`config.mk`:
```
export PLATFORM = sky130hd
export DESIGN_NAME = race_controller_flat
export DESIGN_NICKNAME = d
export VERILOG_FILES = /design/src/rtl/race_pkg.sv /design/src/rtl/race_controller_if.sv /design/src/rtl/race_controller_car_stepper.sv /design/src/rtl/race_controller.sv /design/src/flat_wrapper.sv
export SDC_FILE = /design/constraint.sdc
export NUM_CORES = 1
export LEC_CHECK = 0
export CAP_MARGIN = 10
export CORE_ASPECT_RATIO = 1.75
export CORE_MARGIN = 10
export CORE_UTILIZATION = 25
export DETAILED_ROUTE_END_ITERATION = 8
export PLACE_DENSITY_LB_ADDON = 0.05
export SKIP_LAST_GASP = 1
export SLEW_MARGIN = 20
export SYNTH_ARGS = -nofsm -noshare
export SYNTH_HDL_FRONTEND = slang
export SYNTH_SLANG_ARGS = --single-unit
```
`constraint.sdc`:
```
create_clock -name CLK -period 10.7 [get_ports CLK]
set_input_delay 2.675 -clock CLK [delete_from_list [all_inputs] [get_ports CLK]]
set_output_delay 2.675 -clock CLK [all_outputs]
set_load 0.01 [all_outputs]
```
`src/rtl/race_pkg.sv`:
```
// Shared encodings and constants for the six-lane race controller.
// The LFSR constants are consumed only when RACE_SPEED_JITTER_EN is defined.
package race_pkg;

  localparam logic [1:0] ST_IDLE      = 2'd0;
  localparam logic [1:0] ST_COUNTDOWN = 2'd1;
  localparam logic [1:0] ST_RACE      = 2'd2;
  localparam logic [1:0] ST_FINISH    = 2'd3;

  localparam logic [1:0] LIGHT_OFF = 2'd0;
  localparam logic [1:0] LIGHT_1   = 2'd1;
  localparam logic [1:0] LIGHT_2   = 2'd2;
  localparam logic [1:0] LIGHT_3   = 2'd3;

  localparam int unsigned CAR_W_DEFAULT = 60;
  localparam int unsigned WINNER_W      = 3;

  // Fibonacci LFSR, taps 16,14,13,11 expressed as a bit mask on [15:0]
  localparam int unsigned LFSR_W    = 16;
  localparam logic [15:0] LFSR_SEED = 16'hACE1;
  localparam logic [15:0] LFSR_TAPS = 16'hB400;

endpackage

```
`src/rtl/race_controller_if.sv`:
```
// Control/status bundle between the video timing side and the race controller.
interface race_controller_if #(
  parameter int unsigned NUM_CARS = 6,
  parameter int unsigned POS_W    = 16,
  parameter int unsigned SPEED_W  = 4
);
  import race_pkg::*;

  logic                          i_frame_tick;
  logic                          i_start;
  logic                          i_abort;
  logic [11:0]                   H_RES;
  logic [NUM_CARS*SPEED_W-1:0]   i_speed;
  logic [NUM_CARS*POS_W-1:0]     o_car_x;
  logic [1:0]                    o_state;
  logic [1:0]                    o_light;
  logic [WINNER_W-1:0]           o_winner;
  logic                          o_winner_valid;
  logic                          o_tie;

  modport master (
    output i_frame_tick, i_start, i_abort, H_RES, i_speed,
    input  o_car_x, o_state, o_light, o_winner, o_winner_valid, o_tie
  );

  modport slave (
    input  i_frame_tick, i_start, i_abort, H_RES, i_speed,
    output o_car_x, o_state, o_light, o_winner, o_winner_valid, o_tie
  );
endinterface

```
`src/rtl/race_controller_car_stepper.sv`:
```
// Per-lane position step: advance by step, saturate at the finish line, flag crossing.
module car_stepper
  import race_pkg::*;
#(
  parameter int unsigned POS_W  = 16,
  parameter int unsigned STEP_W = 5
) (
  input  logic [POS_W-1:0]  x,
  input  logic [STEP_W-1:0] step,
  input  logic [POS_W-1:0]  finish_x,
  input  logic              advance,
  input  logic              clear,
  output logic [POS_W-1:0]  next_x_c,
  output logic              crossed_c
);

  // One extra bit so x + step can never wrap before the finish compare
  logic [POS_W:0] sum_c;

  assign sum_c     = {1'b0, x} + (POS_W+1)'(step);
  assign crossed_c = advance && (sum_c >= {1'b0, finish_x});

  always_comb begin
    next_x_c = x;
    if (clear)          next_x_c = '0;
    else if (crossed_c) next_x_c = finish_x;
    else if (advance)   next_x_c = sum_c[POS_W-1:0];
  end

endmodule

```
`src/rtl/race_controller.sv`:
```
// Frame-synchronous race sequencer: countdown, car advancement, winner latch, result hold.
// Optional speed jitter from a 16-bit LFSR is enabled by defining RACE_SPEED_JITTER_EN.
module race_controller
  import race_pkg::*;
#(
  parameter int unsigned NUM_CARS     = 6,
  parameter int unsigned POS_W        = 16,
  parameter int unsigned SPEED_W      = 4,
  parameter int unsigned CAR_W        = CAR_W_DEFAULT,
  parameter int unsigned LIGHT_FRAMES = 60,
  parameter int unsigned HOLD_FRAMES  = 300
) (
  input  logic            CLK,
  input  logic            RST_N,
  race_controller_if.slave bus
);

  localparam int unsigned STEP_W     = SPEED_W + 1;
  localparam int unsigned MAX_FRAMES = (LIGHT_FRAMES > HOLD_FRAMES) ? LIGHT_FRAMES : HOLD_FRAMES;
  localparam int unsigned CNT_W      = $clog2(MAX_FRAMES + 1);

  logic [1:0]                state_q, state_d;
  logic [CNT_W-1:0]          cnt_q, cnt_d;
  logic [1:0]                light_q, light_d;
  logic [WINNER_W-1:0]       winner_q, winner_d, first_c;
  logic                      valid_q, valid_d;
  logic                      tie_q, tie_d;
  logic [NUM_CARS*POS_W-1:0] car_x_q, car_x_d;
  logic [NUM_CARS-1:0]       crossed_c, jitter_c;
  logic [POS_W-1:0]          hres_c, finish_x_c;
  logic                      abort_c, advance_c, clear_c, last_hold_c, multi_c;

  assign hres_c     = POS_W'(bus.H_RES);
  assign finish_x_c = (hres_c > POS_W'(CAR_W)) ? (hres_c - POS_W'(CAR_W)) : '0;

  assign abort_c     = bus.i_abort && (state_q != ST_IDLE);
  assign last_hold_c = (cnt_q == CNT_W'(HOLD_FRAMES - 1));
  assign advance_c   = (state_q == ST_RACE) && bus.i_frame_tick && !bus.i_abort;
  assign clear_c     = abort_c ||
                       ((state_q == ST_FINISH) && bus.i_frame_tick && last_hold_c);

`ifdef RACE_SPEED_JITTER_EN
  logic [LFSR_W-1:0] lfsr_q, lfsr_d;

  always_comb begin
    lfsr_d = lfsr_q;
    if (advance_c) lfsr_d = {lfsr_q[LFSR_W-2:0], ^(lfsr_q & LFSR_TAPS)};
  end

  always_ff @(posedge CLK or negedge RST_N) begin
    if (!RST_N) lfsr_q <= LFSR_SEED;
    else        lfsr_q <= lfsr_d;
  end

  assign jitter_c = lfsr_q[NUM_CARS-1:0];
`else
  assign jitter_c = '0;
`endif

  for (genvar g = 0; g < NUM_CARS; g++) begin : g_car
    logic [STEP_W-1:0] step_c;
    assign step_c = STEP_W'(bus.i_speed[g*SPEED_W +: SPEED_W]) + STEP_W'(jitter_c[g]);

    car_stepper #(
      .POS_W (POS_W),
      .STEP_W(STEP_W)
    ) u_stepper (
      .x        (car_x_q[g*POS_W +: POS_W]),
      .step     (step_c),
      .finish_x (finish_x_c),
      .advance  (advance_c),
      .clear    (clear_c),
      .next_x_c (car_x_d[g*POS_W +: POS_W]),
      .crossed_c(crossed_c[g])
    );
  end

  // Lowest crossed lane wins; more than one set bit means a tie
  always_comb begin
    first_c = '0;
    for (int i = NUM_CARS - 1; i >= 0; i--) begin
      if (crossed_c[i]) first_c = WINNER_W'(i);
    end
  end
  assign multi_c = |(crossed_c & (crossed_c - NUM_CARS'(1)));

  always_comb begin
    state_d  = state_q;
    cnt_d    = cnt_q;
    light_d  = light_q;
    winner_d = winner_q;
    valid_d  = valid_q;
    tie_d    = tie_q;
    case (state_q)
      ST_IDLE: begin
        if (bus.i_start && !bus.i_abort) begin
          state_d = ST_COUNTDOWN;
          light_d = LIGHT_3;
          cnt_d   = '0;
          valid_d = 1'b0;
          tie_d   = 1'b0;
        end
      end
      ST_COUNTDOWN: begin
        if (bus.i_frame_tick) begin
          if (cnt_q == CNT_W'(LIGHT_FRAMES - 1)) begin
            cnt_d = '0;
            if (light_q == LIGHT_1) begin
              state_d = ST_RACE;
              light_d = LIGHT_OFF;
            end else begin
              light_d = light_q - 2'd1;
            end
          end else begin
            cnt_d = cnt_q + CNT_W'(1);
          end
        end
      end
      ST_RACE: begin
        if (advance_c && (|crossed_c)) begin
          state_d  = ST_FINISH;
          winner_d = first_c;
          tie_d    = multi_c;
          valid_d  = 1'b1;
          cnt_d    = '0;
        end
      end
      ST_FINISH: begin
        if (bus.i_frame_tick) begin
          if (last_hold_c) begin
            state_d = ST_IDLE;
            cnt_d   = '0;
          end else begin
            cnt_d = cnt_q + CNT_W'(1);
          end
        end
      end
      default: state_d = ST_IDLE;
    endcase
    // Abort overrides any start or tick handling above
    if (abort_c) begin
      state_d = ST_IDLE;
      cnt_d   = '0;
      light_d = LIGHT_OFF;
      valid_d = 1'b0;
      tie_d   = 1'b0;
    end
  end

  always_ff @(posedge CLK or negedge RST_N) begin
    if (!RST_N) begin
      state_q  <= ST_IDLE;
      cnt_q    <= '0;
      light_q  <= LIGHT_OFF;
      winner_q <= '0;
      valid_q  <= 1'b0;
      tie_q    <= 1'b0;
      car_x_q  <= '0;
    end else begin
      state_q  <= state_d;
      cnt_q    <= cnt_d;
      light_q  <= light_d;
      winner_q <= winner_d;
      valid_q  <= valid_d;
      tie_q    <= tie_d;
      car_x_q  <= car_x_d;
    end
  end

  assign bus.o_state        = state_q;
  assign bus.o_light        = light_q;
  assign bus.o_winner       = winner_q;
  assign bus.o_winner_valid = valid_q;
  assign bus.o_tie          = tie_q;
  assign bus.o_car_x        = car_x_q;

endmodule

```
`src/flat_wrapper.sv`:
```
// flat-port wrapper written by rule: the top's interface ports become plain ports
module race_controller_flat import race_pkg::*;
#(
  parameter int unsigned NUM_CARS     = 6,
  parameter int unsigned POS_W        = 16,
  parameter int unsigned SPEED_W      = 4,
  parameter int unsigned CAR_W        = CAR_W_DEFAULT,
  parameter int unsigned LIGHT_FRAMES = 60,
  parameter int unsigned HOLD_FRAMES  = 300
)
  (CLK, RST_N, bus_i_frame_tick, bus_i_start, bus_i_abort, bus_H_RES, bus_i_speed, bus_o_car_x, bus_o_state, bus_o_light, bus_o_winner, bus_o_winner_valid, bus_o_tie);
  race_controller_if #(.NUM_CARS(NUM_CARS), .POS_W(POS_W), .SPEED_W(SPEED_W)) bus_i ();
  input  logic CLK;
  input  logic RST_N;
  input wire logic [$bits(bus_i.i_frame_tick)-1:0] bus_i_frame_tick;
  input wire logic [$bits(bus_i.i_start)-1:0] bus_i_start;
  input wire logic [$bits(bus_i.i_abort)-1:0] bus_i_abort;
  input wire logic [$bits(bus_i.H_RES)-1:0] bus_H_RES;
  input wire logic [$bits(bus_i.i_speed)-1:0] bus_i_speed;
  output wire logic [$bits(bus_i.o_car_x)-1:0] bus_o_car_x;
  output wire logic [$bits(bus_i.o_state)-1:0] bus_o_state;
  output wire logic [$bits(bus_i.o_light)-1:0] bus_o_light;
  output wire logic [$bits(bus_i.o_winner)-1:0] bus_o_winner;
  output wire logic [$bits(bus_i.o_winner_valid)-1:0] bus_o_winner_valid;
  output wire logic [$bits(bus_i.o_tie)-1:0] bus_o_tie;
  assign bus_i.i_frame_tick = bus_i_frame_tick;
  assign bus_i.i_start = bus_i_start;
  assign bus_i.i_abort = bus_i_abort;
  assign bus_i.H_RES = bus_H_RES;
  assign bus_i.i_speed = bus_i_speed;
  assign bus_o_car_x = bus_i.o_car_x;
  assign bus_o_state = bus_i.o_state;
  assign bus_o_light = bus_i.o_light;
  assign bus_o_winner = bus_i.o_winner;
  assign bus_o_winner_valid = bus_i.o_winner_valid;
  assign bus_o_tie = bus_i.o_tie;
  race_controller #(.NUM_CARS(NUM_CARS), .POS_W(POS_W), .SPEED_W(SPEED_W), .CAR_W(CAR_W), .LIGHT_FRAMES(LIGHT_FRAMES), .HOLD_FRAMES(HOLD_FRAMES)) u_core (.CLK(CLK), .RST_N(RST_N), .bus(bus_i));
endmodule
```
# After elaboration in Yosys (flattened, before gate mapping)
# Index checks and enable logic that the tools add are counted.
[totals]
ff_bits = 114
latchBits = 0
ramBits = 0
mem_bits_ro = 0
input_bits = 41
out_inout_bits = 105
elab_cells = 130
n_memories = 0
[classes]
n_addsub = 10
n_mul = 0
div_mod_pow = 0
magnitude_cmp = 7
n_eq_ne = 13
shifts = 0
mux = 55
bitwise = 1
reduce_logical = 32
[ops]
columns = ["cell", "n"]
rows = [
  ["2-to-1 mux 16 bit", 19],
  ["adder 16 x 4 -> 17 bit", 6],
  ["greater-or-equal comparator 17 x 16 -> 1 bit", 6],
  ["2-to-1 mux 9 bit", 7],
  ["case mux 9 bit (4 select lines)", 1],
  ["2-to-1 mux 2 bit", 13],
  ["nonzero test 3 bit", 8],
  ["2-to-1 mux 3 bit", 6],
  ["logical AND 1 bit", 13],
  ["subtractor 12 x 6 -> 13 bit (second input constant)", 1],
  ["> comparator 12 x 6 -> 1 bit (second input constant)", 1],
  ["inequality test 3 x 1 -> 1 bit (second input constant)", 4],
  ["OR reduction 6 bit", 2],
  ["adder 9 x 1 -> 9 bit (second input constant)", 1],
  ["== test 9 x 6 -> 1 bit (second input constant)", 1],
  ["== test 9 bit (second input constant)", 1],
  ["inequality test 3 x 2 -> 1 bit (second input constant)", 3],
  ["case mux 2 bit (4 select lines)", 1],
  ["AND reduction 4 bit", 2],
  ["AND reduction 7 bit", 1],
  ["bitwise AND 6 bit", 1],
  ["subtractor 6 x 1 -> 6 bit (second input constant)", 1],
  ["2-to-1 mux 1 bit", 5],
  ["== test 2 x 1 -> 1 bit (second input constant)", 2],
  ["10 further kinds", 12],
]

# Depth between registers and ports, before layout
# Gate-level depths: netlist (run 1).
[logic_depth]
ltp_word = 10
ltp_mapped = 22
ltp_nobuf = 21

# By module
# Synthesis (run 1) repeated with hierarchy kept, for this count alone.
[unflattened]
cells_unflattened = 1530
area_unflattened_um2 = 13120.1
[by_module_without_submodules]
columns = ["mod", "n_inst", "cells_each", "area_each_um2", "seq_area_each_um2"]
rows = [
  ["car_stepper at u_core.g_car[1].u_stepper ...", 3, 202, 1525.2, 0.0],
  ["race_controller", 1, 272, 3837.4, 2852.7],
  ["car_stepper at u_core.g_car[2].u_stepper", 1, 221, 1616.6, 0.0],
  ["car_stepper at u_core.g_car[0].u_stepper", 1, 221, 1587.8, 0.0],
  ["car_stepper at u_core.g_car[5].u_stepper", 1, 210, 1502.7, 0.0],
]

# Worst setup path after synthesis (run 1)
# Ideal clock, no wire load.
[synth_timing]
kind = "input-to-reg"
from = "input port bus_i_speed[8]"
to = "register u_core.cnt_q[3]"
setup_ns = 0.092
arrival_ns = 6.698
t_required_ns = 10.608
slack_ns = 3.910
stages = 21
path_buffers = 1
cell_sequence = "ha_1 -> inv_1 -> fa_1 -> nor2b_1 -> o21ai_1 -> a211oi_1 -> and3_1 -> nand3_1 -> xnor2_1 -> ha_1 -> nand3_1 -> nor3b_1 -> nand4_1 -> a31oi_1 -> o221ai_1 -> o21bai_1 -> nor4_4 -> a41o_1 -> nand2b_4 -> buf_6 -> o31ai_2"
[synth_between]
elab_chain_len = 7
[synth_lines]
columns = ["element", "line", "source"]
rows = [
  ["start, declared", "flat_wrapper.sv:19", "input wire logic [$bits(bus_i.i_speed)-1:0] bus_i_speed;"],
  ["adder 16 x 4 -> 17 bit", "race_controller_car_stepper.sv:20", "assign sum_c = {1'b0, x} + (POS_W+1)'(step);"],
  ["greater-or-equal comparator 17 x 16 -> 1 bit", "race_controller_car_stepper.sv:21", "assign crossed_c = advance && (sum_c >= {1'b0, finish_x});"],
  ["logical AND 1 bit", "race_controller_car_stepper.sv:21", ""],
  ["OR reduction 6 bit", "race_controller.sv:120", "if (advance_c && (|crossed_c)) begin"],
  ["logical AND 1 bit", "race_controller.sv:120", ""],
  ["inequality test 3 x 2 -> 1 bit (no line)", "--", ""],
  ["AND reduction 4 bit (no line)", "--", ""],
  ["end signal, assigned", "race_controller.sv:161", "cnt_q <= cnt_d;"],
  ["end, declared", "race_controller.sv:23", "logic [CNT_W-1:0] cnt_q, cnt_d;"],
]
# No other way between the ends.
# A chain may end at the register's enable or synchronous reset.

# Worst setup path after layout (run 1)
[layout_timing]
from = "input port bus_i_speed[4]"
to = "register u_core.cnt_q[5]"
# Same word-level chain as after synthesis.

==> qor.yml, run 1 <==
outcome:
  outcome: "finished clean"
detailed_routing:
  num_vias: 10140
  drt-pass1-iter-count: 5
  avgViaCountPerCell: 5.015
  drt_iter0_drc: 475
  routedWlPerCell_um: 21.29
  wl_um: 43020
  drc_errors: 0
  ant_nets: 0
pwr:
  p_seq_share_pct: 23.3
  power.density_nw_per_um2: 191.1
  p_leak_uw: 0.005903
  p_sw_uw: 1140
  vdd_drop_max_mv: 0.1088
  intPower_uw: 1427
  p_clk_share_pct: 23.2
  switching_share_pct: 44.40
  comb_power_share_pct: 53.4
logic_synthesis:
  syn-cell-area_um2: 10710
  avgSynthCellArea_um2: 8.089
  ys_top_cells_by_area: "dfrtp_1, ha_1, nor2_1"
  synth-seq-area-share_pct: 26.64
  synth_seq_cells: 114
  yosys.area_share.xor_xnor_pct: 7.360
  ys.flop_type: "dfrtp_1"
  synth.distinct_cells: 73
  synth_top_area_cell: "dfrtp_1"
  yosysMostFrequentCell: "nor2_1"
  synth_compound_area_share_pct: 21.83
  synth_nets: 1486
  synthMuxAreaShare_pct: 2.804
  yosys_warnings: 0
  yosysTopAreaCellShare_pct: 26.64
  synth_top_family_by_area: "compound AO/OA/AOI/OAI gates"
  synth-edff-count: 0
  synth-simple-area-share_pct: 21.80
  synth_common_cells: "nor2_1, ha_1, dfrtp_1"
  synthCells: 1324
  synthAdderAreaFrac_pct: 14.93
  synthArstFlopShare_pct: 100.0
timing:
  finalHoldViolCount: 0
  relSlewSlack_pct: 36.63
  fin_crit_sh_pct: 72.35
  fmax_mhz: 129.2
  rsz0062_at_grt: "no"
  final.setup.tns_ns: 0
  setup_violations: 0
  tightest_slew_ns: 0.9486
  min_period_ns: 7.742
  finalMaxSlewViolations: 0
  finClkSkew_ns: 0.01423
flow_run:
  cap_violations: 0
floorplan:
  core-area_um2: 42420
  ios: 146
  die-area_um2: 51850
  fp-row-count: 100
  start_util_pct: 25.25
  die_x_um: 176.5
  die_h_um: 293.8
clocking:
  cts_resized: 0
  ctsHoldBuffers: 0
  clock-sinks: 114
  tritoncts: "built"
  numCtsBuffers: 17
  clk_latency_ns: 0.45
  cts.clk_slew.worst_paths_ns: 0.06
  clockBufferDepth: 2
  root_buffer: "clkbuf_16"
  post_cts_buffers: 0
  cts_max_level: 4
finish:
  diodes: 0
  nets: 1611
  utilization_pct: 31.65
  synthToLayoutAreaGrowth_pct: 25.35
  drive_above_1_share_pct: 5.548
worst_setup_path:
  crit_arrival_ns: 8.06
  crit_required_ns: 11.02
  crit_cells: 23
  critPathKind: "in -> reg"
  path_buf_inv: 3
  reg2reg_depth: 22
  cp-end-kind: "flip-flop"
  start_kind: "input pin"
  critPathSlowestCell: "a41o_1"
  slowest_delay_ns: 0.50
  cpLargestDelayFamily: "compound AO/OA/AOI/OAI gates"
  path_max_fanout: 17
  path_cells: "clkdlybuf4s50_1 > ha_1 > inv_1 > fa_1 > nor2b_1 > o21ai_0 > a21oi_1 > nand3_1 > nor2_1 > and3_1 > nand3_1 > xnor2_1 > ha_1 > a21o_1 > a21oi_1 > o21a_1 > o211ai_1 > o21bai_2 > buf_4 > nor4_4 > a41o_1 > nand2b_4 > o21ai_1"
min_path:
  hp-class: "reg -> reg"
  worstHoldPathCells: 1
placed_design:
  place_congestion: 0.7992
  port_buffers: 145
  dp.final_hpwl_um: 31950
global_routing:
  grt_max_degree: 73
  antenna_found_initial: 0
  grt_pass1_wl_um: 66470
  grt_overflow: 0
  track_usage_pct: 16.72
  first_global_vias: 10920
==> final timing paths <==
| check | startpoint | to | slack (ns) |
|---|---|---|---|
| worst min register to register | u_core.cnt_q[8]$_DFFE_PN0P_ | u_core.cnt_q[8]$_DFFE_PN0P_ | 0.52 |
| min in group asynchronous | RST_N | u_core.bus.o_car_x[71]$_DFFE_PN0P_ | 2.14 |
| worst max register to register | u_core.bus.o_car_x[16]$_DFFE_PN0P_ | u_core.cnt_q[5]$_DFFE_PN0P_ | 5.26 |
| worst max-delay path | bus_i_speed[4] | u_core.cnt_q[5]$_DFFE_PN0P_ | 2.96 |
| max in group asynchronous | RST_N | u_core.bus.o_car_x[7]$_DFFE_PN0P_ | 6.80 |
| worst min-delay path | u_core.cnt_q[8]$_DFFE_PN0P_ | u_core.cnt_q[8]$_DFFE_PN0P_ | 0.52 |
==> sequential cells by signal (all words and copies together) (netlist names) <==
signal	cells
u_core.bus.o_tie	1
u_core.bus.o_state	2
u_core.cnt_q	9
u_core.bus.o_car_x	96
u_core.bus.o_winner_valid	1
u_core.bus.o_winner	3
u_core.bus.o_light	2
==> area by class of cell <==
class	count	area (um^2)
repair buffers	171	1664
clock inverters	5	75.07
inverters	58	217.7
clock buffers	25	505.5
multi-input cells	1087	7408
flip-flops and latches	114	2853
well taps	561	701.9
fillers	4489	28990
==> metrics by stage <==
| stage | worst slack (ns) | hold WS (ns) | instance area, um^2 | total power, uW | std cells |
|---|---|---|---|---|---|
| floorplan | 3.910 | 0.4752 | 10710 | 1485 | 1324 |
| global placement | 2.107 | 0.5079 | 12800 | 1993 | 1989 |
| detailed placement | 2.493 | 0.5098 | 12840 | 2003 | 1991 |
| CTS | 2.951 | 0.5174 | 13430 | 2616 | 2021 |
| global route | 2.476 | 0.5297 | 13430 | 2773 | 2021 |
| finish | 2.958 | 0.5150 | 13430 | 2566 | 2021 |
==> cell families after synthesis <==
logic type,count (synthesis)
AOI/OAI and AO/OA,366
xor gates and xnor gates,90
adders and majority gates,125
buffers and inverters,123
DFF,114
muxes,30
and+or+nand+nor,476
==> power by group through the flow <==
| stage | clock, uW | combinational (uW) | sequential, uW |
|---|---|---|---|
| 6_report | 596 | 1370 | 599 |
| 5_1_grt | 625 | 1540 | 613 |
| 4_1_cts | 613 | 1400 | 604 |
| 3_5_place_dp | 0 | 1390 | 610 |
| 3_3_place_gp | 0 | 1380 | 612 |
| 2_1_floorplan | 0 | 882 | 603 |
==> routing by layer <==
| metal | up-vias | share of wire, % | track usage, % |
|---|---|---|---|
| met5 | - | 0 | 0 |
| met4 | 0 | 1.7 | 4.361 |
| met3 | 32 | 3.4 | 3.031 |
| met2 | 173 | 54 | 31.78 |
| met1 | 4901 | 41 | 18.40 |
| li1 | 5030 | - | - |
==> placed cells by master (no fill, tap or decap), drive strengths merged, types with 30 or more instances in the layout <==
cell           synthesis  routed
mux2i                 30      30
nor2                 156     156
a211oi                46      46
a21oi                 87      87
xnor2                 56      56
clkdlybuf4s50          0     144
nand2                110     110
nor2b                 31      31
inv                   58      58
dfrtp                114     114
nand3                 45      45
ha                   115     115
o21ai                112     112
xor2                  34      34
(Power assumes the default switching activity.)
==> run 2: changes to the inputs <==
clock period = 6.8 ns   (was 10.7 ns; I/O delays follow)
==> run 2 against run 1 <==
Against the previous run:
- sequential cell count is the same
- final area increased by 2.3%
- wire length grew 2.3%
- sequential share of layout area is 0.49 points lower
- non-clock buffer count up 35
- via count increased by 2.6%
- worst hold slack about the same
- combinational power up 64%
- critical endpoint is now u_core.bus.o_car_x[6]$_DFFE_PN0P_
- largest power group unchanged
==> qor.yml, run 2 (synthesis results as in run 1) <==
clocking:
  tritoncts: "built"
  ctsHoldBuffers: 0  # unchanged
  clk_latency_ns: 0.45  # about the same
  root_buffer: "clkbuf_16"
  clockBufferDepth: 2  # unchanged
  clock-sinks: 114  # unchanged
  numCtsBuffers: 17  # unchanged
  cts_max_level: 4  # unchanged
  cts.clk_slew.worst_paths_ns: 0.06  # about the same
global_routing:
  grt_pass1_wl_um: 67340  # +1.3%
  track_usage_pct: 17.02  # +0.30 points
  antenna_found_initial: 0  # unchanged
  grt_overflow: 0  # unchanged
  grt_max_degree: 80  # +9.6%
  first_global_vias: 10830  # -0.82%
worst_setup_path:
  start_kind: "input pin"
  crit_required_ns: 7.16  # -3.86 ns
  rrSetupSlack_ns: 1.82  # -3.44 ns
  path_max_fanout: 17  # unchanged
  crit_start: "bus_i_speed[0]"
  r2r_start: "u_core.bus.o_car_x[2]$_DFFE_PN0P_"
  cp-end-kind: "flip-flop"
  critPathKind: "in -> reg"
  reg2reg_depth: 21  # -4.5%
  crit_arrival_ns: 6.61  # -1.45 ns
  r2r-end: "u_core.bus.o_car_x[6]$_DFFE_PN0P_"
detailed_routing:
  drt_iter0_drc: 382  # -20%
  drt-pass1-iter-count: 5  # unchanged
  drc_errors: 0  # unchanged
  routedWlPerCell_um: 21.40  # +0.53%
  ant_nets: 0  # unchanged
  avgViaCountPerCell: 5.054  # +0.77%
  wl_um: 44020  # +2.3%
  num_vias: 10400  # +2.6%
finish:
  synthToLayoutAreaGrowth_pct: 28.28
  finalNonFillerCells: 2057  # +1.8%
  nFillCells: 4511  # +0.49%
  diodes: 0  # unchanged
  seq_area_um2: 2853  # unchanged
  nets: 1646  # +2.2%
  largest_reg_flops: 96  # unchanged
  drive_above_1_share_pct: 7.888  # +2.3 points
  layout_common_cells: "nor2_1, clkdlybuf4s50_1, ha_1"
  layout_commonest_cell: "nor2_1"
  multiInputGateArea_um2: 7406  # about the same
placed_design:
  port_buffers: 145  # unchanged
  placed_cells: 2026  # +1.8%
  dp.final_hpwl_um: 33400  # +4.6%
  place_congestion: 0.8333  # +4.3%
  pre_cts_slack_ns: -0.1468  # -2.640 ns
min_path:
  min-delay-start: "u_core.bus.o_light[1]$_DFFE_PN0P_"
  hp-class: "reg -> reg"
  worstHoldPathCells: 2  # +1
  min_to: "u_core.bus.o_light[1]$_DFFE_PN0P_"
floorplan:
  fp-row-count: 100  # unchanged
  core-area_um2: 42420  # unchanged
  die_x_um: 176.5  # unchanged
  start_util_pct: 25.25  # unchanged
  ios: 146  # unchanged
  die-area_um2: 51850  # unchanged
  die_h_um: 293.8  # unchanged
outcome:
  outcome: "finished clean"
timing:
  finalMaxSlewViolations: 0  # unchanged
  tightest_slew_ns: 1.008  # +0.05984 ns
  fmax_mhz: 160.0
  setup_violations: 0  # unchanged
  relSlewSlack_pct: 32.77  # -3.9 points
  min_period_ns: 6.250
  rsz0062_at_grt: "no"
  finalHoldViolCount: 0  # unchanged
  fin_crit_sh_pct: 91.91
  layout_setup_ws_ns: 0.5502  # -2.408 ns
  finClkSkew_ns: 0.01232  # -0.001911 ns
flow_run:
  cap_violations: 0  # unchanged
pwr:
  vdd_drop_max_mv: 0.1614  # +48%
  p_leak_uw: 0.006092  # +3.2%
  power.density_nw_per_um2: 307.8  # +61%
[run 2: report_power, final]
part           internal [uW]  switching, uW
clock network            666            370
registers                788            151
logic                    939           1310
[run 2: worst max-delay path by stage]
| stage | endpoint | slack [ns] | depth (start not counted) |
|---|---|---|---|
| detailed placement | u_core.bus.o_car_x[41]$_DFFE_PN0P_ | -0.15 | 20 |
| global placement | u_core.bus.o_car_x[41]$_DFFE_PN0P_ | -0.09 | 20 |
| CTS | u_core.bus.o_car_x[41]$_DFFE_PN0P_ | 0.32 | 20 |
| finish | u_core.bus.o_car_x[6]$_DFFE_PN0P_ | 0.55 | 21 |
| global route | u_core.bus.o_car_x[41]$_DFFE_PN0P_ | 0.22 | 19 |
| floorplan | u_core.cnt_q[3]$_DFFE_PN0P_ | 0.98 | 21 |
[run 2: per-layer routing]
metal	wire length, um	up-vias	GRT usage (%)
met1	18190	5057	19.32
li1	-	5104	-
met2	23410	197	31.66
met5	0	-	0
met3	1529	38	2.646
met4	886	0	5.102
[run 2: worst max-delay path, stage by stage]
cell and delay (ns):
clkdlybuf4s50_1 0.53, ha_1 0.25, fa_1 0.25, a21o_1 0.14
a21oi_1 0.12, nor3_1 0.61, nand2_1 0.11, nor2_1 0.15
xor2_1 0.31, ha_1 0.31, nand3_1 0.12, or2_2 0.13
nor2_1 0.05, a221o_1 0.28, nor4_1 0.33, nand3_2 0.20
buf_4 0.25, or4_1 0.42, a21oi_1 0.18, a21oi_1 0.06
nor2_1 0.10
[run 2: what timing repair did]
action	CTS	global route
setup endpoints to repair	0	1
gates resized for setup	0	1
setup buffers	0	0
[run 2: through the flow]
step	setup TNS (ns)	util, %	hold WS (ns)	power [uW]	instance area, um^2
CTS	0	32.39	0.5196	4307	13740
detailed placement	-0.5583	30.87	0.5009	3236	13100
floorplan	0	-	0.4752	2336	10710
global route	0	32.39	0.5467	4561	13740
global placement	-0.1135	30.87	0.5078	3239	13100
finish	0	32.39	0.5151	4229	13740
[run 2: cell type report]
class                      count  area share, %
clock inverter                10          1.320
multi-input combinational   1087          53.90
clock buffer                  21          3.351
timing repair buffer         206          13.97
inverter                      58          1.585
sequential                   114          20.76
tap                          561          5.109
==> edit 1 (flow settings as in run 2) <==
`NUM_CARS` is set to 6 in 3 places; all go to 12.
--- a/src/rtl/race_controller_if.sv
+++ b/src/rtl/race_controller_if.sv
@@ -1,5 +1,5 @@
 // Control/status bundle between the video timing side and the race controller.
 interface race_controller_if #(
-  parameter int unsigned NUM_CARS = 6,
+  parameter int unsigned NUM_CARS = 12,
   parameter int unsigned POS_W    = 16,
   parameter int unsigned SPEED_W  = 4
--- a/src/rtl/race_controller.sv
+++ b/src/rtl/race_controller.sv
@@ -4,5 +4,5 @@
   import race_pkg::*;
 #(
-  parameter int unsigned NUM_CARS     = 6,
+  parameter int unsigned NUM_CARS     = 12,
   parameter int unsigned POS_W        = 16,
   parameter int unsigned SPEED_W      = 4,
--- a/src/flat_wrapper.sv
+++ b/src/flat_wrapper.sv
@@ -2,5 +2,5 @@
 module race_controller_flat import race_pkg::*;
 #(
-  parameter int unsigned NUM_CARS     = 6,
+  parameter int unsigned NUM_CARS     = 12,
   parameter int unsigned POS_W        = 16,
   parameter int unsigned SPEED_W      = 4,
Interface: changed (resized bus_i_speed and bus_o_car_x); port bits go from 146 to 266. No check against the original RTL was run, so the function may have changed too.
==> edit 1 against run 2 <==
- setup slack worse by 300 ps
- die area rose by 77%
- global-route usage increased by 2.0 points
- routed wire length rose by 100%
- design area is 87% higher
- sequential cell count grew 96
- non-clock buffer count increased by 184
- area after synthesis grew 86%
- synthesized cell count up 90%
- largest power group unchanged
- final cell count is 88% higher
- power is 48% higher
==> edit 1: results (changes against run 2) <==
[worst_setup_path]
worst_r2r_startpoint = u_core.bus.o_car_x[0]$_DFFE_PN0P_
timing.critical_path.slowest_cell_delay_ps = 490  ; -120 ps
worst-endpoint-arrival_ps = 7020  ; +410 ps
crit_family = compound AO/OA/AOI/OAI gates
r2r_slack_ps = 1430  ; -390 ps
worstSetupEndpoint = u_core.bus.o_state[0]$_DFFE_PN0P_
rr_worst_depth = 22  ; +4.8%

[yosys]
synth.area.mux_share = 0.0226  ; -0.00540
synthTopCellsByCount = sky130_fd_sc_hd__nor2_1, sky130_fd_sc_hd__nand2_1, sky130_fd_sc_hd__a21oi_1
synth_area_in_xor_xnor = 0.0790  ; +0.00540
synth_sequential_area_ratio = 0.263  ; -0.00302
yosys_warnings = 0  ; unchanged
post_synth_fa_ha_maj_area_fraction = 0.159  ; +0.00921
yosys.cell_types.count = 90  ; +23%
share_of_the_synthesized_area_in_compound_gates_ao_oa_aoi_oai = 0.218  ; about the same
syn_inst = 2515  ; +90%
ranking_of_synthesized_cells_by_area = sky130_fd_sc_hd__dfrtp_1, sky130_fd_sc_hd__ha_1, sky130_fd_sc_hd__nor2_1, sky130_fd_sc_hd__a21oi_1, sky130_fd_sc_hd__xnor2_1

[power_and_ir_drop]
clock_power_share = 0.271  ; +0.026
p_sw_frac = 0.430  ; -0.00461
irDropWorstVdd_uv = 219  ; +36%
combinationalPower_mw = 2.97  ; +32%
power_leakage_nw = 11.3  ; +86%

[layout]
inverters = 105  ; +81%
final_nets = 3111  ; +89%
multi_input_comb_cells = 2076  ; +91%
n_all_buffers = 390  ; +89%
finalCoreUtilization = 0.323  ; -0.000820
post_layout_nonfiller_instances = 3875  ; +88%
largest_register_ff_count = 192  ; +100%
final.fill_count = 8531  ; +89%
sh_seq_area = 0.204  ; -0.00314
multi_input_area_sq_um = 13900  ; +88%
clkbuf_count = 35  ; +67%
final_layout_size_suffix_gt1_frac = 0.0791  ; +0.000191
clock_cell_area_share = 0.0395  ; -0.00723

[placement]
post_dp_cell_area_sq_um = 24700  ; +88%
place.detailed.instances = 3823  ; +89%
gp_congestion = 0.828  ; -0.68%
preCtsSetupSlack_ps = -453  ; -306 ps
buffer_ports.inserted = 265  ; +83%

[worst_hold_path]
hold_depth = 1  ; -1
worst_hold_startpoint = u_core.bus.o_winner[1]$_DFFE_PN0P_

[drt]
routed-via-count = 19861  ; +91%
detail_route.iter0.violations = 1231  ; +220%

[sta]
fin_worst_skew_ps = 18.5  ; +6.22 ps
final_period_minus_worst_setup_slack_ps = 6550  ; +296 ps
timing.hold.ws_ps = 499  ; -16.0 ps
tightestPinTransition_ps = 1070  ; +63.4 ps

[clock_tree]
cts.sinks = 210  ; +84%
cts_htree_levels = 1  ; -3
ctsLongestPathBuffers = 3  ; +1
tritoncts.num_buffers = 28  ; +11
post_cts.repair.setup_buffers = 0  ; unchanged

[global_routing]
grt_first_pass_wirelength_um = 133000  ; +98%
grt_antenna_before_repair = 0  ; unchanged
track_usage = 0.190  ; +0.0198
grt_start_max_net_pins = 193  ; +140%

[die]
core_region_area_sq_um = 79500  ; +88%

[outcome]
outcome = finished clean

-- edit 1: cell types whose count changed in the layout (fill, tap and decap cells not counted), moves of 36 or more --
| cell | delta |
|---|---|
| sky130_fd_sc_hd__a21oi_1 | +137 |
| sky130_fd_sc_hd__dfrtp_1 | +96 |
| sky130_fd_sc_hd__xnor2_1 | +65 |
| sky130_fd_sc_hd__nand2_1 | +147 |
| sky130_fd_sc_hd__o21ai_0 | +58 |
| sky130_fd_sc_hd__ha_1 | +108 |
| sky130_fd_sc_hd__buf_4 | +46 |
| sky130_fd_sc_hd__nor2_1 | +162 |
| sky130_fd_sc_hd__clkdlybuf4s50_1 | +120 |
| sky130_fd_sc_hd__inv_1 | +36 |
-- edit 1: layer usage --
metal,vias to the layer above,part of all wire,GRT usage
met2,459,0.51,0.339
met1,9693,0.41,0.224
met4,0,0.034,0.0639
met5,-,0,0
met3,95,0.050,0.0319
li1,9614,-,-
==> edit 2 (config.mk and constraints of run 2) <==
Made on the original files. One comparison of `cnt_q` changes from == to >=.
--- a/src/rtl/race_controller.sv
+++ b/src/rtl/race_controller.sv
@@ -35,5 +35,5 @@
 
   assign abort_c     = bus.i_abort && (state_q != ST_IDLE);
-  assign last_hold_c = (cnt_q == CNT_W'(HOLD_FRAMES - 1));
+  assign last_hold_c = (cnt_q >= CNT_W'(HOLD_FRAMES - 1));
   assign advance_c   = (state_q == ST_RACE) && bus.i_frame_tick && !bus.i_abort;
   assign clear_c     = abort_c ||
Function: same outputs for any inputs over 10 cycles, from zero or initial values and one cycle with RST_N low; that may be too few to reach the edited logic, so the function may still have changed.
==> edit 2 against run 2 <==
- area after synthesis about the same
- sequential power increased by 5.1%
- register-to-register slack got worse by 80 ps
- largest cell class unchanged
- hold slack improved by 7.5 ps
- design area is 0.68% higher
- via count rose by 0.26%
- critical path type unchanged
- power increased by 7.0%
- setup slack worse by 120 ps
- routed wire length up 3.0%
- critical path depth down 2
- sequential share of layout area fell by 0.14 points
- sequential cell count did not move
==> edit 2: results (changes against run 2) <==
[outcome]
outcome = finished clean

[worst_setup_path]
timing.critical_path.slowest_cell_delay_ps = 740  ; +130 ps
crit_path_max_fanout = 5  ; -12
worst_r2r_startpoint = u_core.bus.o_car_x[80]$_DFFE_PN0P_
rr_worst_depth = 18  ; -14%
rr_endpoint = u_core.bus.o_winner[0]$_DFFE_PN0P_
r2r_slack_ps = 1740  ; -80 ps

[drt]
routed-via-count = 10423  ; +0.26%
drt-wirelength-per-cell_um = 21.9  ; +2.3%
routed_via_density = 5.04  ; -0.37%
detail_route.iter0.violations = 518  ; +36%

[global_routing]
grt_start_max_net_pins = 49  ; -39%
grt_first_pass_wirelength_um = 69100  ; +2.6%
first_global_vias = 10945  ; +1.1%

[worst_hold_path]
worst_hold_startpoint = u_core.bus.o_car_x[48]$_DFFE_PN0P_
hold-path-endpoint = u_core.bus.o_car_x[48]$_DFFE_PN0P_

[sta]
fin_worst_skew_ps = 11.3  ; -0.995 ps
tightestPinTransition_ps = 803  ; -205 ps

[yosys]
yosys.cell_types.count = 84  ; +15%
share_of_the_synthesized_area_in_compound_gates_ao_oa_aoi_oai = 0.228  ; +0.00947
synth_area_in_xor_xnor = 0.0711  ; -0.00249
ranking_of_synthesized_cells_by_area = sky130_fd_sc_hd__dfrtp_1, sky130_fd_sc_hd__ha_1, sky130_fd_sc_hd__o21ai_0, sky130_fd_sc_hd__xnor2_1, sky130_fd_sc_hd__nor2_1
synth.area.mux_share = 0.0309  ; +0.00291
post_synth.cell_area_avg_sq_um = 8.12  ; +0.43%
postSynthNetCount = 1481  ; -0.34%
post_synth_fa_ha_maj_area_fraction = 0.151  ; +0.00192
synthTopCellsByCount = sky130_fd_sc_hd__nor2_1, sky130_fd_sc_hd__nand2_1, sky130_fd_sc_hd__ha_1

[layout]
final.fill_count = 4486  ; -0.55%
final_layout_size_suffix_gt1_frac = 0.0895  ; +0.0106
final_nets = 1659  ; +0.79%

[power_and_ir_drop]
power_leakage_nw = 6.04  ; -0.83%

[placement]
place.detailed.instances = 2039  ; +0.64%

==> edit 2: how the worst max path moves through the flow <==
stage               slack [ps]       startpoint                                  to
detailed placement         -80  bus_i_speed[20]  u_core.bus.o_winner[0]$_DFFE_PN0P_
CTS                        360  bus_i_speed[20]  u_core.bus.o_winner[0]$_DFFE_PN0P_
floorplan                  730  bus_i_speed[20]  u_core.bus.o_winner[0]$_DFFE_PN0P_
finish                     430  bus_i_speed[20]  u_core.bus.o_winner[0]$_DFFE_PN0P_
global placement           -20  bus_i_speed[20]  u_core.bus.o_car_x[87]$_DFFE_PN0P_
global route               120  bus_i_speed[20]  u_core.bus.o_winner[0]$_DFFE_PN0P_
==> edit 2: worst max-delay path, delay by kind of cell <==
kind / cells / cell delay [ps]
and+or+nand+nor: 5 / 760
adders and majority gates: 4 / 1230
buffers and inverters: 3 / 660
xor gates and xnor gates: 1 / 280
muxes: 1 / 370
AOI/OAI and AO/OA: 5 / 1690
==> edit 2: per-layer routing <==
layer,global-route usage,wire (um),up-vias
met4,0.0642,1300,2
met3,0.0316,1880,49
met1,0.194,18000,5036
met2,0.322,24100,208
met5,0,7,-
li1,-,-,5128
==> edit 2: logic make-up after synthesis <==
kind of cell    Yosys count
buf+inv                 126
fa+ha+maj               127
compound gates          379
mux                      32
simple gates            454
xor+xnor                 87
flops                   114
==> edit 2: stage by stage <==
| step | instance area (sq um) | setup TNS [ps] | hold WS, ps | utilization | setup slack [ps] |
|---|---|---|---|---|---|
| floorplan | 10700 | 0 | 499 | - | 729 |
| global placement | 13200 | -44.7 | 514 | 0.312 | -23.8 |
| detailed placement | 13200 | -309 | 511 | 0.312 | -83.6 |
| CTS | 13800 | 0 | 532 | 0.326 | 356 |
| global route | 13800 | 0 | 548 | 0.326 | 117 |
| finish | 13800 | 0 | 523 | 0.326 | 433 |
==> edit 2: power by group through the flow <==
stage	registers [mW]	logic, mW	clock network (mW)
finish	0.988	2.56	0.979
floorplan	0.999	1.55	0
global placement	1.01	2.59	0
global route	1.01	2.86	1.03
detailed placement	1.01	2.59	0
CTS	0.996	2.61	1.01
==> edit 2: layout make-up <==
cell class,instances,area [sq um],area share
tap,561,702,0.0507
timing repair buffer,216,2020,0.146
clock inverter,8,126,0.00914
clock buffer,23,488,0.0353
multi-input combinational,1079,7390,0.534
inverter,69,259,0.0187
sequential,114,2850,0.206
